### src/rtl/clk_freq_monitor.sv
// Measures the frequency of an asynchronous clock (clkmon) by counting its rising
// edges over a fixed window of reference cycles, and tracks frequency lock.
module clk_freq_monitor #(
  parameter int GATE_CYCLES  = 50000,
  parameter int CNT_W        = 16,
  parameter int EXP_MIN      = 3100,
  parameter int EXP_MAX      = 3150,
  parameter int LOCK_WINDOWS = 4
) (
  input  logic             clk,
  input  logic             rst,
  input  logic             clkmon,
  output logic [CNT_W-1:0] count,
  output logic             count_valid,
  output logic             in_range,
  output logic             overflow,
  output logic             locked
);

  localparam int                GATE_W    = (GATE_CYCLES > 1) ? $clog2(GATE_CYCLES) : 1;
  localparam logic [GATE_W-1:0] GATE_LAST = GATE_W'(GATE_CYCLES - 1);
  localparam logic [CNT_W-1:0]  CNT_MAX   = '1;
  localparam logic [CNT_W-1:0]  EXP_LO    = CNT_W'(EXP_MIN);
  localparam logic [CNT_W-1:0]  EXP_HI    = CNT_W'(EXP_MAX);
  localparam logic [3:0]        LOCK_N    = 4'(LOCK_WINDOWS);

  typedef enum logic [1:0] {
    UNLOCKED = 2'd0,
    ACQUIRE  = 2'd1,
    LOCKED   = 2'd2
  } state_e;

  // sync_q[0] = s1, sync_q[1] = s2, sync_q[2] = s3 (edge-detect delay)
  logic [2:0]        sync_q, sync_d;
  logic [GATE_W-1:0] gate_q, gate_d;
  logic [CNT_W-1:0]  edge_cnt_q, edge_cnt_d;
  logic              ovf_q, ovf_d;
  logic [3:0]        good_q, good_d;
  state_e            state_q, state_d;
  logic [CNT_W-1:0]  count_q, count_d;
  logic              count_valid_q, count_valid_d;
  logic              in_range_q, in_range_d;
  logic              overflow_q, overflow_d;
  logic              locked_q, locked_d;

  logic              edge_det, tc, sat_now, ovf_next, win_in_range;
  logic [CNT_W-1:0]  cnt_next;

  // Datapath: window counters and the result latched on the terminal cycle.
  always_comb begin
    sync_d       = {sync_q[1:0], clkmon};
    edge_det     = sync_q[1] & ~sync_q[2];
    tc           = (gate_q == GATE_LAST);
    sat_now      = edge_det && (edge_cnt_q == CNT_MAX);
    cnt_next     = (edge_det && !sat_now) ? edge_cnt_q + 1'b1 : edge_cnt_q;
    ovf_next     = ovf_q | sat_now;
    win_in_range = !ovf_next && (cnt_next >= EXP_LO) && (cnt_next <= EXP_HI);

    gate_d        = tc ? '0 : gate_q + 1'b1;
    edge_cnt_d    = tc ? '0 : cnt_next;
    ovf_d         = tc ? 1'b0 : ovf_next;
    count_d       = tc ? cnt_next : count_q;
    overflow_d    = tc ? ovf_next : overflow_q;
    in_range_d    = tc ? win_in_range : in_range_q;
    count_valid_d = tc;
  end

  // Lock FSM: state register.
  always_ff @(posedge clk) begin
    if (rst) begin
      state_q <= UNLOCKED;
      good_q  <= '0;
    end else begin
      state_q <= state_d;
      good_q  <= good_d;
    end
  end

  // Lock FSM: next state, advanced only at the end of each window.
  always_comb begin
    state_d = state_q;
    good_d  = good_q;
    if (tc) begin
      case (state_q)
        UNLOCKED: begin
          if (win_in_range) begin
            good_d  = 4'd1;
            state_d = (LOCK_N == 4'd1) ? LOCKED : ACQUIRE;
          end
        end
        ACQUIRE: begin
          if (win_in_range) begin
            good_d = good_q + 4'd1;
            if (good_q + 4'd1 == LOCK_N) state_d = LOCKED;
          end else begin
            good_d  = '0;
            state_d = UNLOCKED;
          end
        end
        LOCKED: begin
          if (!win_in_range) begin
            good_d  = '0;
            state_d = UNLOCKED;
          end
        end
        default: begin
          good_d  = '0;
          state_d = UNLOCKED;
        end
      endcase
    end
  end

  // Lock FSM: output, registered so it moves with the count_valid strobe.
  always_comb begin
    locked_d = (state_d == LOCKED);
  end

  always_ff @(posedge clk) begin
    if (rst) begin
      sync_q        <= '0;
      gate_q        <= '0;
      edge_cnt_q    <= '0;
      ovf_q         <= 1'b0;
      count_q       <= '0;
      count_valid_q <= 1'b0;
      in_range_q    <= 1'b0;
      overflow_q    <= 1'b0;
      locked_q      <= 1'b0;
    end else begin
      sync_q        <= sync_d;
      gate_q        <= gate_d;
      edge_cnt_q    <= edge_cnt_d;
      ovf_q         <= ovf_d;
      count_q       <= count_d;
      count_valid_q <= count_valid_d;
      in_range_q    <= in_range_d;
      overflow_q    <= overflow_d;
      locked_q      <= locked_d;
    end
  end

  // count_valid is a one-cycle strobe with no ready: consumers sample count,
  // in_range, overflow and locked while it is high; the values hold until the next strobe.
  assign count       = count_q;
  assign count_valid = count_valid_q;
  assign in_range    = in_range_q;
  assign overflow    = overflow_q;
  assign locked      = locked_q;

endmodule

### config.mk
export PLATFORM = sky130hd
export DESIGN_NAME = clk_freq_monitor
export DESIGN_NICKNAME = d
export VERILOG_FILES = /design/src/rtl/clk_freq_monitor.sv
export SDC_FILE = /design/constraint.sdc
export NUM_CORES = 1
export LEC_CHECK = 0
export ABC_AREA = 1
export BUFFER_PORTS_ARGS = -buffer_cell sky130_fd_sc_hd__buf_2
export CAP_MARGIN = 20
export CORE_ASPECT_RATIO = 2
export CORE_MARGIN = 5
export CORE_UTILIZATION = 25
export DETAILED_ROUTE_END_ITERATION = 7
export GPL_TIMING_DRIVEN = 0
export PLACE_DENSITY_LB_ADDON = 0.1
export SLEW_MARGIN = 5
export SYNTH_ARGS = -nofsm -noshare
export SYNTH_HDL_FRONTEND = slang
export SYNTH_SLANG_ARGS = --single-unit
### constraint.sdc
create_clock -name clk -period 2.53 [get_ports clk]
set_clock_uncertainty 0.05 [all_clocks]
set_input_delay 0.506 -clock clk [delete_from_list [all_inputs] [get_ports clk]]
set_output_delay 0.506 -clock clk [all_outputs]
set_load 0.01 [all_outputs]
=== Word level (Yosys, flattened, before mapping) ===
Cells that the tools add are included.

* Register bits: 62
* Bits in latches: 0
* Memory bits (writable): 0
* ROM bits: 0
* Bits of input ports: 3
* Word-level logic and storage cells: 47
* Memories kept: 0

* $add $sub $neg: 3
* Multiply operators: 0
* Divide/modulo/power cells: 0
* Magnitude comparators: 2
* Equality and inequality tests: 8
* Shifts and indexed selects: 0
* Muxes and demuxes: 11
* Bitwise operators: 3
* Reductions and logical operators: 9

{| class="wikitable"
|+ Operators with widths
! cell !! number
|-
| $add A16 B1 Y16 const B || 2
|-
| $eq A16 B16 Y1 const B || 2
|-
| $ge A16 B12 Y1 const B || 1
|-
| $le A16 B12 Y1 const B || 1
|-
| $mux W16 || 1
|-
| $mux W4 || 3
|-
| $pmux W4 S3 || 1
|-
| $mux W2 || 5
|-
| $pmux W2 S3 || 1
|-
| $add A4 B1 Y4 const B || 1
|-
| $eq A2 B2 Y1 const B || 2
|-
| $eq A4 B3 Y1 const B || 1
|-
| $logic_and A1 B1 Y1 || 4
|-
| $ne A2 B2 Y1 const B || 2
|-
| $reduce_and A3 Y1 || 1
|-
| $eq A2 B1 Y1 const B || 1
|-
| $logic_not A1 Y1 || 2
|-
| $logic_not A2 Y1 || 1
|-
| $reduce_or A2 Y1 || 1
|-
| $and A1 B1 Y1 || 1
|-
| $not A1 Y1 || 1
|-
| $or A1 B1 Y1 || 1
|}

=== Depth between registers and ports, before layout ===
* Word-level depth: 13
* Mapped depth: 22

=== Worst setup path before layout ===
OpenSTA, ideal clock, no wires.

* Kind: register -> register
* From: reg edge_cnt_q[0]
* To: reg good_q[0]
* Library setup time: 113 ps
* Arrival: 2182 ps
* Slack: 185 ps
* Stages on the path, launching flop included: 21
* Clock period less this slack: 2345 ps
* Cell sequence: dfxtp_1 ha_1 nand2_2 nor2_4 nand2_4 inv_2 nand2_4 nand2_2 buf_6 nand2_1 nand2_2 nor2_2 nand2_2 inv_1 nand2_2 a21oi_4 nand2_4 nand2_4 nand3_1 nor2_1 nor2_1

* Longest elaborated chain between the ends: 10
* Elaborated cells between the ends (all ways): 17
* Those cells by class: 1 x add/sub; 2 x order compare; 3 x eq/ne; 3 x mux; 1 x bitwise; 7 x reduce/logical

{| class="wikitable"
|+ Ends and longest elaborated chain
! what !! line !! source
|-
| from (decl) || 36 || <nowiki>logic [CNT_W-1:0] edge_cnt_q, edge_cnt_d;</nowiki>
|-
| from (signal assigned) || 133 || <nowiki>edge_cnt_q <= edge_cnt_d;</nowiki>
|-
| parallel branches: the longest is 7 deep, another holds $add A16 B1 Y16 || n/a ||
|-
| $logic_and A1 B1 Y1 (*) || 57 || <nowiki>win_in_range = !ovf_next && (cnt_next >= EXP_LO) && (cnt_next <= EXP_HI);</nowiki>
|-
| $mux W4 or $ne A2 B2 Y1 (tied branches) || n/a ||
|-
| $pmux W4 S3 or $reduce_and A3 Y1 (tied branches) || n/a ||
|-
| to (signal assigned) || 75 || <nowiki>good_q <= good_d;</nowiki>
|-
| to (decl) || 38 || <nowiki>logic [3:0] good_q, good_d;</nowiki>
|}

Mark *: on every way between the ends.
A chain may end at the register's enable or synchronous reset.

=== Final worst setup path ===
Same ends and word-level chain as after synthesis.

==> results.md <==
- Status: finished, final reports clean
- Synth Net Count: roughly 460
- Initial antenna violation count: 0
- Setup total negative slack: 0 ns
- Final cell count without fillers: 650
- Mapped Cells: approximately 450
- Fin crit period: approximately 2.4 ns
- Slack of the critical path: 0.0844 ns
- Die width: ~90 um
- Pin count of the biggest net entering global routing: 11
- Main synth FF type: dfxtp_1
- Crit path top cell by count: nor2_4
- Die ar.: 15000 um2
- Hold Fails Final Rpt: 0
- RSZ-0062 raised after global routing: yes
- First-pass GRT wire length: 14100 um
- Setup-failing EPs final: 0
- HPWL Detailed: 6750 um
- CTS buffer count: 9
- Max VDD drop: roughly 390 uV
- LEAKAGE: 1.64 nW
- Gp weighted congestion: between 0.7 and 0.8
- Post-synth design cell area: about 3100 um2
- Vias per inst: 4.39
- Dpl cells: roughly 620
- Vias: between 2000 and 3000
- Starting Density: 0.256
- CTS max path bufs: 2
- Synth cell types: 32
- Die Ht: between 150 and 200 um
- CTS clk-pin slew, worst paths: ~0.060 ns
- Slowest CP cell: dfxtp_4
- GRT Total Usage: 0.126
- Final wirelength: 8940 um
- Min-Delay Path Class: in -> reg
- Worst Path Max Fanout: 8
- # diodes: 0
- #FFs+latches synth: slightly above 60
- CTS tree: done
- Vias in the first global route: ~2800
- CTS sink count: between 60 and 70
- Critical path arrival: between 2 and 3 ns
- R2R cell count: 19
- Area growth, synth to finish: 25.7%
- Crit path largest cell delay: ~0.36 ns
- Async SR Flop Fraction: 0
- Final worst-path cycle share: 0.967
- Worst skew pair latency: between 0.3 and 0.4 ns
- DRC: 0
- Nets: ~500
- Startpoint type of the worst setup path: flip-flop
- Routed wire per std cell: about 14 um
- Post-synthesis sequential area ratio: 0.397
- Pre-CTS setup slack: -0.345 ns
- Worst setup EP type: flip-flop
- Core Area: 12200 um2
- Crit path max-delay family: simple AND/OR/NAND/NOR gates
- Crit path buffers/inverters: 1
- Max-Cap Viols: 0
- Cell count along the critical path: 19
- Initial drt markers: between 100 and 150
- Routed Antenna Nets: 0
- Warnings from Yosys: 0
- Port Buffers: 21
- CTS root buf: clkbuf_16
- H-tree depth: 3
- Worst path cell trace: ha_4 -> nand2_4 -> nor2_4 -> nand2_4 -> nor2_4 -> nor2_4 -> clkbuf_16 -> nand3_2 -> nand2_2 -> nand2_2 -> nor2_4 -> nor2_4 -> a21oi_4 -> nand2_4 -> nand2_4 -> nand3_4 -> nand2_1 -> nand2_1 -> nor2_1
- Worst-margin pin slew: 0.637 ns
- I/O pin total: 23
- Layout cells sized above 1: 0.245
- DR pass1 iterations: 4
- PD cells: between 500 and 600 nW/um2
- Pins Over Slew Limit: 0
- Fmax: approximately 400 MHz
- Worst setup path category: reg -> reg
- Total grt overflow: 0
- Post-synth EDFFs: 0
- Row count: 57
- Worst endpoint required time: between 2 and 3 ns
- Normalized max-slew margin: 0.575
- # hold bufs at CTS: 0
- Syn Area/Cell: around 6.9 um2
- Hold path cells: 3
sequential cells by signal, indices dropped and copies added (netlist names):
signal and count:
count 16, ovf_q 1, gate_q 16, locked 1, sync_q 3, in_range 1, overflow 1, good_q 4
edge_cnt_q 16, state_q 2, count_valid 1
metrics by stage:
| step | power, W | hold WS, ns | utilization | instance area, um2 |
|---|---|---|---|---|
| CTS | 0.00224 | 0.319 | 0.309 | 3760 |
| global placement | 0.00109 | 0.350 | 0.280 | 3420 |
| detailed placement | 0.00109 | 0.351 | 0.280 | 3420 |
| global route | 0.00232 | 0.338 | 0.322 | 3930 |
| finish | 0.00222 | 0.332 | 0.322 | 3930 |
| floorplan | 0.00107 | 0.338 | - | 3130 |
repair_timing:
action / in CTS / in global routing
buffers inserted: 4 / 6
pin swaps: 7 / 21
gates cloned: 0 / 2
gates resized for setup: 15 / 37
endpoints found under the setup margin: 27 / 43
worst reg2reg max path: cells and delay by family (launching register included):
family                     cells  cell delay, ns
adders and majority gates      1            0.17
and+or+nand+nor               16            1.40
AOI/OAI and AO/OA              1            0.19
DFF                            1            0.36
buffers and inverters          1            0.22
routing by layer:
layer  part of all wire  vias up  global-route usage
li1                   -     1508                   -
met1               0.38     1297               0.131
met2               0.57       35               0.234
met3              0.026       13              0.0289
met4              0.025        0              0.0467
met5                  0        -                   0
report_power, final:
part,leakage (nW),switching [W],internal (W)
logic,1.01,0.0000579,0.0000284
registers,0.506,0.0000101,0.000986
clock network,0.132,0.000455,0.000685
cells in the mapped netlist, types with 2 or more instances:
| library cell | number | area [um2] |
|---|---|---|
| nor2_4 | 6 | 67.6 |
| ha_1 | 4 | 50.1 |
| o21ai_2 | 2 | 17.5 |
| nand3b_1 | 3 | 22.5 |
| dfxtp_1 | 62 | 1240 |
| buf_6 | 2 | 22.5 |
| nor3_1 | 12 | 60.1 |
| xnor2_1 | 3 | 26.3 |
| nand2_2 | 11 | 68.8 |
| nor2_2 | 6 | 37.5 |
| nand2_4 | 5 | 56.3 |
| inv_1 | 53 | 199 |
| o21a_1 | 2 | 15.0 |
| nand3_1 | 19 | 95.1 |
| clkbuf_1 | 7 | 26.3 |
| o21ai_0 | 23 | 115 |
| o21ai_1 | 2 | 10.0 |
| nand2_1 | 122 | 458 |
| xor2_1 | 7 | 61.3 |
| a21oi_1 | 12 | 60.1 |
| nand4_1 | 10 | 62.6 |
| nor2_1 | 71 | 267 |
path summary, 6_finish.rpt:
path,endpoint,slack (ns),from
max reg2reg,good_q[0],0.08,edge_cnt_q[0]
max,good_q[0],0.08,edge_cnt_q[0]
min reg2reg,sync_q[1],0.35,sync_q[0]
min,sync_q[0],0.33,clkmon
cell families after synthesis:
logic type                 synth area share
xor gates and xnor gates             0.0280
and+or+nand+nor                       0.397
buffers and inverters                0.0816
AOI/OAI and AO/OA                    0.0804
adders and majority gates            0.0160
DFF                                   0.397
area by class of cell:
type	count	area (um2)
fill	1324	8270
inverter	55	208
tap	147	184
multi-input combinational	328	1740
clock buffer	12	246
timing repair buffer	33	213
buffer	9	56.3
clock inverter	4	22.5
sequential	62	1260
cell usage in the layout (no fill, tap or decap), drive strengths merged:
| cell | netlist | final |
|---|---|---|
| dfxtp | 62 | 62 |
| clkinv | 1 | 4 |
| buf | 2 | 33 |
| clkbuf | 7 | 21 |
| a21oi | 13 | 13 |
| nor2 | 83 | 83 |
| or2 | 1 | 1 |
| and3 | 1 | 1 |
| inv | 54 | 54 |
| o221a | 1 | 1 |
| ha | 4 | 4 |
| nor3 | 12 | 12 |
| clkinvlp | 0 | 1 |
| xnor2 | 3 | 3 |
| o21a | 2 | 2 |
| o21ai | 27 | 27 |
| nand2 | 138 | 138 |
| nand3b | 3 | 3 |
| nand3 | 21 | 21 |
| nand4 | 10 | 10 |
| xor2 | 7 | 7 |
| and2 | 1 | 1 |
| o22ai | 1 | 1 |
Note: power is estimated with default switching activity, not from simulation.
